--- src/rtl/decoder_pkg.sv ---
// Shared constants, scan-state encoding and one-hot helper for decoder_scan_n.
// Used by the RTL and by the testbench.
package decoder_pkg;

    localparam logic MODE_DIRECT = 1'b0;
    localparam logic MODE_SCAN   = 1'b1;

    // Widest select the helper supports; callers cast the result down to N bits.
    localparam int MAX_SEL_W = 8;
    localparam int MAX_N     = 1 << MAX_SEL_W;

    typedef enum logic {
        SCAN_DWELL = 1'b0,
        SCAN_STEP  = 1'b1
    } scan_state_e;

    function automatic logic [MAX_N-1:0] onehot(input logic [MAX_SEL_W-1:0] sel);
        logic [MAX_N-1:0] v;
        v      = '0;
        v[sel] = 1'b1;
        return v;
    endfunction

endpackage

--- src/rtl/decoder_scan_ctr.sv ---
// Scan sequencer for decoder_scan_n: owns the dwell counter, active index,
// previous-mode flop and wrap pulse. Only instantiated when DECODER_SCAN_EN is defined.
module decoder_scan_ctr
    import decoder_pkg::*;
#(
    parameter int SEL_W   = 2,
    parameter int DWELL_W = 8
) (
    input  logic               clk,
    input  logic               rst,
    input  logic               i_en,
    input  logic               i_mode,
    input  logic [SEL_W-1:0]   i_sel,
    input  logic [DWELL_W-1:0] i_dwell,
    output logic [SEL_W-1:0]   o_idx_next,
    output logic [SEL_W-1:0]   o_idx,
    output logic               o_wrap
);

    localparam logic [SEL_W-1:0] IDX_MAX = {SEL_W{1'b1}};

    logic [DWELL_W-1:0] r_cnt;
    logic [SEL_W-1:0]   r_idx;
    logic               r_prev_mode;
    logic               r_wrap;

    scan_state_e        w_state;
    logic [DWELL_W-1:0] w_cnt_next;
    logic [SEL_W-1:0]   w_idx_next;
    logic               w_prev_next;
    logic               w_wrap_next;

    always_ff @(posedge clk) begin
        if (rst) begin
            r_cnt       <= '0;
            r_idx       <= '0;
            r_prev_mode <= MODE_DIRECT;
            r_wrap      <= 1'b0;
        end else begin
            r_cnt       <= w_cnt_next;
            r_idx       <= w_idx_next;
            r_prev_mode <= w_prev_next;
            r_wrap      <= w_wrap_next;
        end
    end

    // >= rather than == so a dwell lowered below the running count steps at once.
    always_comb begin
        w_state     = (r_cnt >= i_dwell) ? SCAN_STEP : SCAN_DWELL;
        w_cnt_next  = r_cnt;
        w_idx_next  = r_idx;
        w_prev_next = r_prev_mode;
        w_wrap_next = 1'b0;
        if (i_en) begin
            w_prev_next = i_mode;
            if (i_mode == MODE_DIRECT) begin
                w_idx_next = i_sel;
                w_cnt_next = '0;
            end else if (r_prev_mode == MODE_DIRECT) begin
                w_idx_next = '0;
                w_cnt_next = '0;
            end else if (w_state == SCAN_STEP) begin
                w_cnt_next  = '0;
                w_idx_next  = r_idx + 1'b1;
                w_wrap_next = (r_idx == IDX_MAX);
            end else begin
                w_cnt_next = r_cnt + 1'b1;
            end
        end
    end

    assign o_idx_next = w_idx_next;
    assign o_idx      = r_idx;
    assign o_wrap     = r_wrap;

endmodule

--- src/rtl/decoder_scan_n.sv ---
// Registered binary-to-one-hot decoder with enable and optional scan mode.
// Scan mode, dwell counter and wrap exist only when DECODER_SCAN_EN is defined.
module decoder_scan_n
    import decoder_pkg::*;
#(
    parameter int SEL_W   = 2,
    parameter int DWELL_W = 8
) (
    input  logic                  clk,
    input  logic                  rst,
    input  logic                  en,
    input  logic                  mode,
    input  logic [SEL_W-1:0]      sel,
    input  logic [DWELL_W-1:0]    dwell,
    output logic [(1<<SEL_W)-1:0] y,
    output logic [SEL_W-1:0]      idx,
    output logic                  wrap,
    output logic                  active
);

    localparam int N = 1 << SEL_W;

    logic [N-1:0]     r_y;
    logic             r_active;
    logic [SEL_W-1:0] w_idx_next;
    logic [SEL_W-1:0] w_idx;
    logic             w_wrap;
    logic [N-1:0]     w_y_next;

`ifdef DECODER_SCAN_EN
    decoder_scan_ctr #(
        .SEL_W   (SEL_W),
        .DWELL_W (DWELL_W)
    ) u_ctr (
        .clk        (clk),
        .rst        (rst),
        .i_en       (en),
        .i_mode     (mode),
        .i_sel      (sel),
        .i_dwell    (dwell),
        .o_idx_next (w_idx_next),
        .o_idx      (w_idx),
        .o_wrap     (w_wrap)
    );
`else
    // Direct-only build: mode and dwell are deliberately ignored.
    logic [SEL_W-1:0] r_idx;
    logic             w_unused;

    always_ff @(posedge clk) begin
        if (rst) begin
            r_idx <= '0;
        end else begin
            r_idx <= w_idx_next;
        end
    end

    assign w_idx_next = en ? sel : r_idx;
    assign w_idx      = r_idx;
    assign w_wrap     = 1'b0;
    assign w_unused   = ^{mode, dwell};
`endif

    assign w_y_next = N'(onehot(MAX_SEL_W'(w_idx_next)));

    always_ff @(posedge clk) begin
        if (rst) begin
            r_y      <= '0;
            r_active <= 1'b0;
        end else if (!en) begin
            r_y      <= '0;
            r_active <= 1'b0;
        end else begin
            r_y      <= w_y_next;
            r_active <= 1'b1;
        end
    end

    assign y      = r_y;
    assign idx    = w_idx;
    assign wrap   = w_wrap;
    assign active = r_active;

endmodule

--- config.mk ---
export PLATFORM = sky130hd
export DESIGN_NAME = decoder_scan_n
export DESIGN_NICKNAME = d
export VERILOG_FILES = /design/src/rtl/decoder_pkg.sv /design/src/rtl/decoder_scan_ctr.sv /design/src/rtl/decoder_scan_n.sv
export SDC_FILE = /design/constraint.sdc
export NUM_CORES = 1
export LEC_CHECK = 0
export BUFFER_PORTS_ARGS = -buffer_cell sky130_fd_sc_hd__buf_2
export CORE_AREA = 2 2 39 41
export CTS_BUF_LIST = sky130_fd_sc_hd__clkbuf_16
export CTS_CLUSTER_SIZE = 25
export DETAILED_ROUTE_END_ITERATION = 8
export DIE_AREA = 0 0 41 43
export GPL_ROUTABILITY_DRIVEN = 0
export PLACE_DENSITY = 0.53
export SLEW_MARGIN = 25
export SYNTH_ARGS = -nofsm -noshare
export SYNTH_HDL_FRONTEND = slang
export SYNTH_HIERARCHICAL = 1
export SYNTH_SLANG_ARGS = --single-unit
--- constraint.sdc ---
create_clock -name clk -period 0.8 [get_ports clk]
set_clock_uncertainty 0.05 [all_clocks]
set_input_delay 0.16 -clock clk [delete_from_list [all_inputs] [get_ports clk]]
set_output_delay 0.16 -clock clk [all_outputs]
set_load 0.01 [all_outputs]
==> qor.txt <==
=================================================================================
Seq cells post-synth                                                            7
Final instance count without filler cells                                      49
Cell with the biggest individual delay on the critical path               dfxtp_2
Maximum number of pins on one net before global-route repair                    6
Die area                                                             0.00176 sq mm
Endpoint of the worst hold path                                              y[0]
Worst hold-check path type                                           primary input to flop
Initial Util                                                                16.5%
Register area share after synthesis                                         61.5%
# Max-Cap Violations                                                            0
Clock tree sinks                                                                7
Cell at the root of the clock tree                                      clkbuf_16
Fraction of power consumed by the clock network                             65.0%
Number of buffers inserted to repair setup after CTS                            0
Reported net switching power                                           0.000226 W
Total global routing overflow                                                   0
Fill cell instance count of the final layout                                  143
Crit. End Element                                                     output port
Worst r2r path cells                                                            2
Worst Path Arrival                                                        0.66 ns
Combinational share of power                                                 5.9%
Distinct cells, synth                                                          13
Fin. Hold Viols                                                                 0
Period Utilization, post-route                                               109%
Worst reg2reg path startpoint                                              idx[0]
Routed len/inst                                                      9.04 microns
CTS clock-pin slew for the worst setup and hold paths                     0.04 ns
Cell Int Power                                                          0.00106 W
Crit path launch type                                                        flop
Cell count after synthesis                                                     19
Largest voltage drop on the vdd net                                      0.988 mV
All-layer global routing usage                                              6.42%
Launch point of the worst hold path                                        sel[1]
Switching fraction of total power                                           17.6%
Failing checks                                                       setup timing
Series of cell instances along the critical path                            buf_6
Starting DRT DRC Count                                                          1
Initial antenna violation count                                                 0
Core Util, Final                                                            29.7%
Worst setup slack before clock tree synthesis                           0.0523 ns
Clock tree from TritonCTS                                                   built
Reg2Reg Setup Slack                                                       0.16 ns
TritonRoute pass-1 iters                                                        3
Cell area after technology mapping                                      228 sq um
H-tree levels                                                                   1
Cell type group with the largest total delay on the critical path      flip-flops
Worst setup startpoint                                                     idx[0]
Crit-path max cell delay                                                  0.32 ns
Total number of nets in the final design                                       48
Drc violations                                                                  0
Post-DRT Antenna Nets                                                           0
Syn nets                                                                       33
Vias per inst                                                                3.47
Final WL                                                              443 microns
Number of I/O port buffers                                                     11
Via count of the first global-routing pass                                    166
Post-synthesis cell type with the largest combined area                   dfxtp_1
Layout cell share with drive strength beyond 1                              63.6%
First-pass GRT wire length                                            690 microns
Number of top-level design ports                                               22
Final critical delay including setup and external delays                 0.869 ns
Minimum hold slack                                                      0.0784 ns
Fin worst setup slack                                                  -0.0693 ns
Yosys warnings                                                                  6
Mean instance size in the synthesized netlist                          12.0 sq um
Capturing point of the worst reg2reg path                                  idx[0]
Diode count                                                                     0
Highest clock frequency the design can meet                              1.15 GHz
Core Rows                                                                      14
Growth of design area from synthesis to finish                              80.8%
Startpoint-to-endpoint class of the critical path                    flop to output port
Buf/Inv on CP                                                                   1
WP data required                                                          0.59 ns
Highest net fanout along the worst path                                         2
PD cells                                                             3120 mW/mm^2
CTS max path bufs                                                               2
Clock Latency Late Sink                                                   0.23 ns
Overall power                                                           0.00128 W
Static Leakage                                                           0.194 nW
Final Max Tran Viols                                                            0
Leading cell types by total area after synthesis                     dfxtp_1, nor2b_4, nor3b_2
Proportion of power drawn by flip-flops and latches                         29.1%
Final setup vio count                                                           7
Unrepaired setup endpoints after global routing                              true
Die extent in y                                                        43 microns
Number of buffers created by CTS                                                3
Status                                                               complete, but fails checks
Core outline area                                                    0.00138 sq mm
Floorplan die width                                                    41 microns
Portion of synthesized cell area occupied by the leading cell type          61.5%
Number of vias after detailed routing                                         170
Number of cells after detailed placement                                       45
Hold Path Cell Cnt                                                              2
=================================================================================
## per-stage QoR
step,instance area (sq um),TNS (ns)
after global routing,412,-0.537
final,412,-0.403
after detailed placement,295,0
after CTS,389,-0.447
after global placement,295,0
after floorplan,228,0
## kinds of logic (layout without fill, tap and decap cells)
family / Yosys count / after routing / synth area share, %
AOI/OAI and AO/OA: 1 / 1 / 2.20
buffers and inverters: 1 / 15 / 3.30
DFF: 7 / 7 / 61.5
muxes: 1 / 1 / 4.40
and+or+nand+nor: 8 / 8 / 26.9
other: 1 / 1 / 1.65
## sequential cells by signal, indices dropped and copies added (netlist names)
name and cells:
y 4, active 1, idx 2
## cell type report
cell class                 instances  area, sq um  share of cell area [%]
multi-input combinational         11         80.1                    19.5
tap                               16         20.0                    4.86
clock buffer                       3         75.1                    18.2
clock inverter                     1         3.75                   0.912
sequential                         7          146                    35.6
timing repair buffer              11         86.3                    21.0
## placed cells by master (no fill, tap or decap)
cell type and n:
nand2b_1 1, a21oi_1 1, buf_6 5, nor2b_4 1, buf_2 6, nor3_1 1, inv_1 1, nor3b_2 1
and3b_1 1, dfxtp_2 5, conb_1 1, nor2_1 1, dfxtp_1 2, nand2_1 1, mux2i_1 1, clkbuf_16 3
nor3b_1 1
## how the worst max path moves through the flow
stage | endpoint | slack, ns | depth (start not counted)
3_3_place_gp | y[1] | 0.06 | 3
5_1_grt | idx[0] | -0.09 | 1
3_5_place_dp | y[1] | 0.05 | 3
4_1_cts | idx[0] | -0.07 | 1
2_1_floorplan | idx[1] | 0.15 | 2
6_report | idx[0] | -0.07 | 1
## power by group through the flow
| stage | Clock, W | Combinational (W) | Sequential (W) |
|---|---|---|---|
| global route | 0.000869 | 0.0000839 | 0.000376 |
| CTS | 0.000854 | 0.0000703 | 0.000372 |
| finish | 0.000834 | 0.0000755 | 0.000374 |
| global placement | 0 | 0.0000635 | 0.000374 |
| detailed placement | 0 | 0.0000635 | 0.000374 |
| floorplan | 0 | 0.0000249 | 0.000382 |
## timing repair
action	CTS	global route
gates cloned	0	0
setup endpoints to repair	7	7
resized for setup	4	6
hold buffers	0	0
## Yosys cell counts
library cell  number
dfxtp_1            7
a21oi_1            1
and3b_1            1
buf_4              1
conb_1             1
mux2i_1            1
nand2_1            1
nand2b_1           1
nor2_1             1
nor2b_4            1
nor3_1             1
nor3b_1            1
nor3b_2            1
## layer usage
layer	vias up	share of wire, %	GRT usage (%)
met1	77	41	6.41
met2	6	52	8.13
met5	-	0	0
met3	0	6.3	4.71
met4	0	0	6.00
li1	87	-	-
Note: power is estimated with default switching activity, not from simulation.
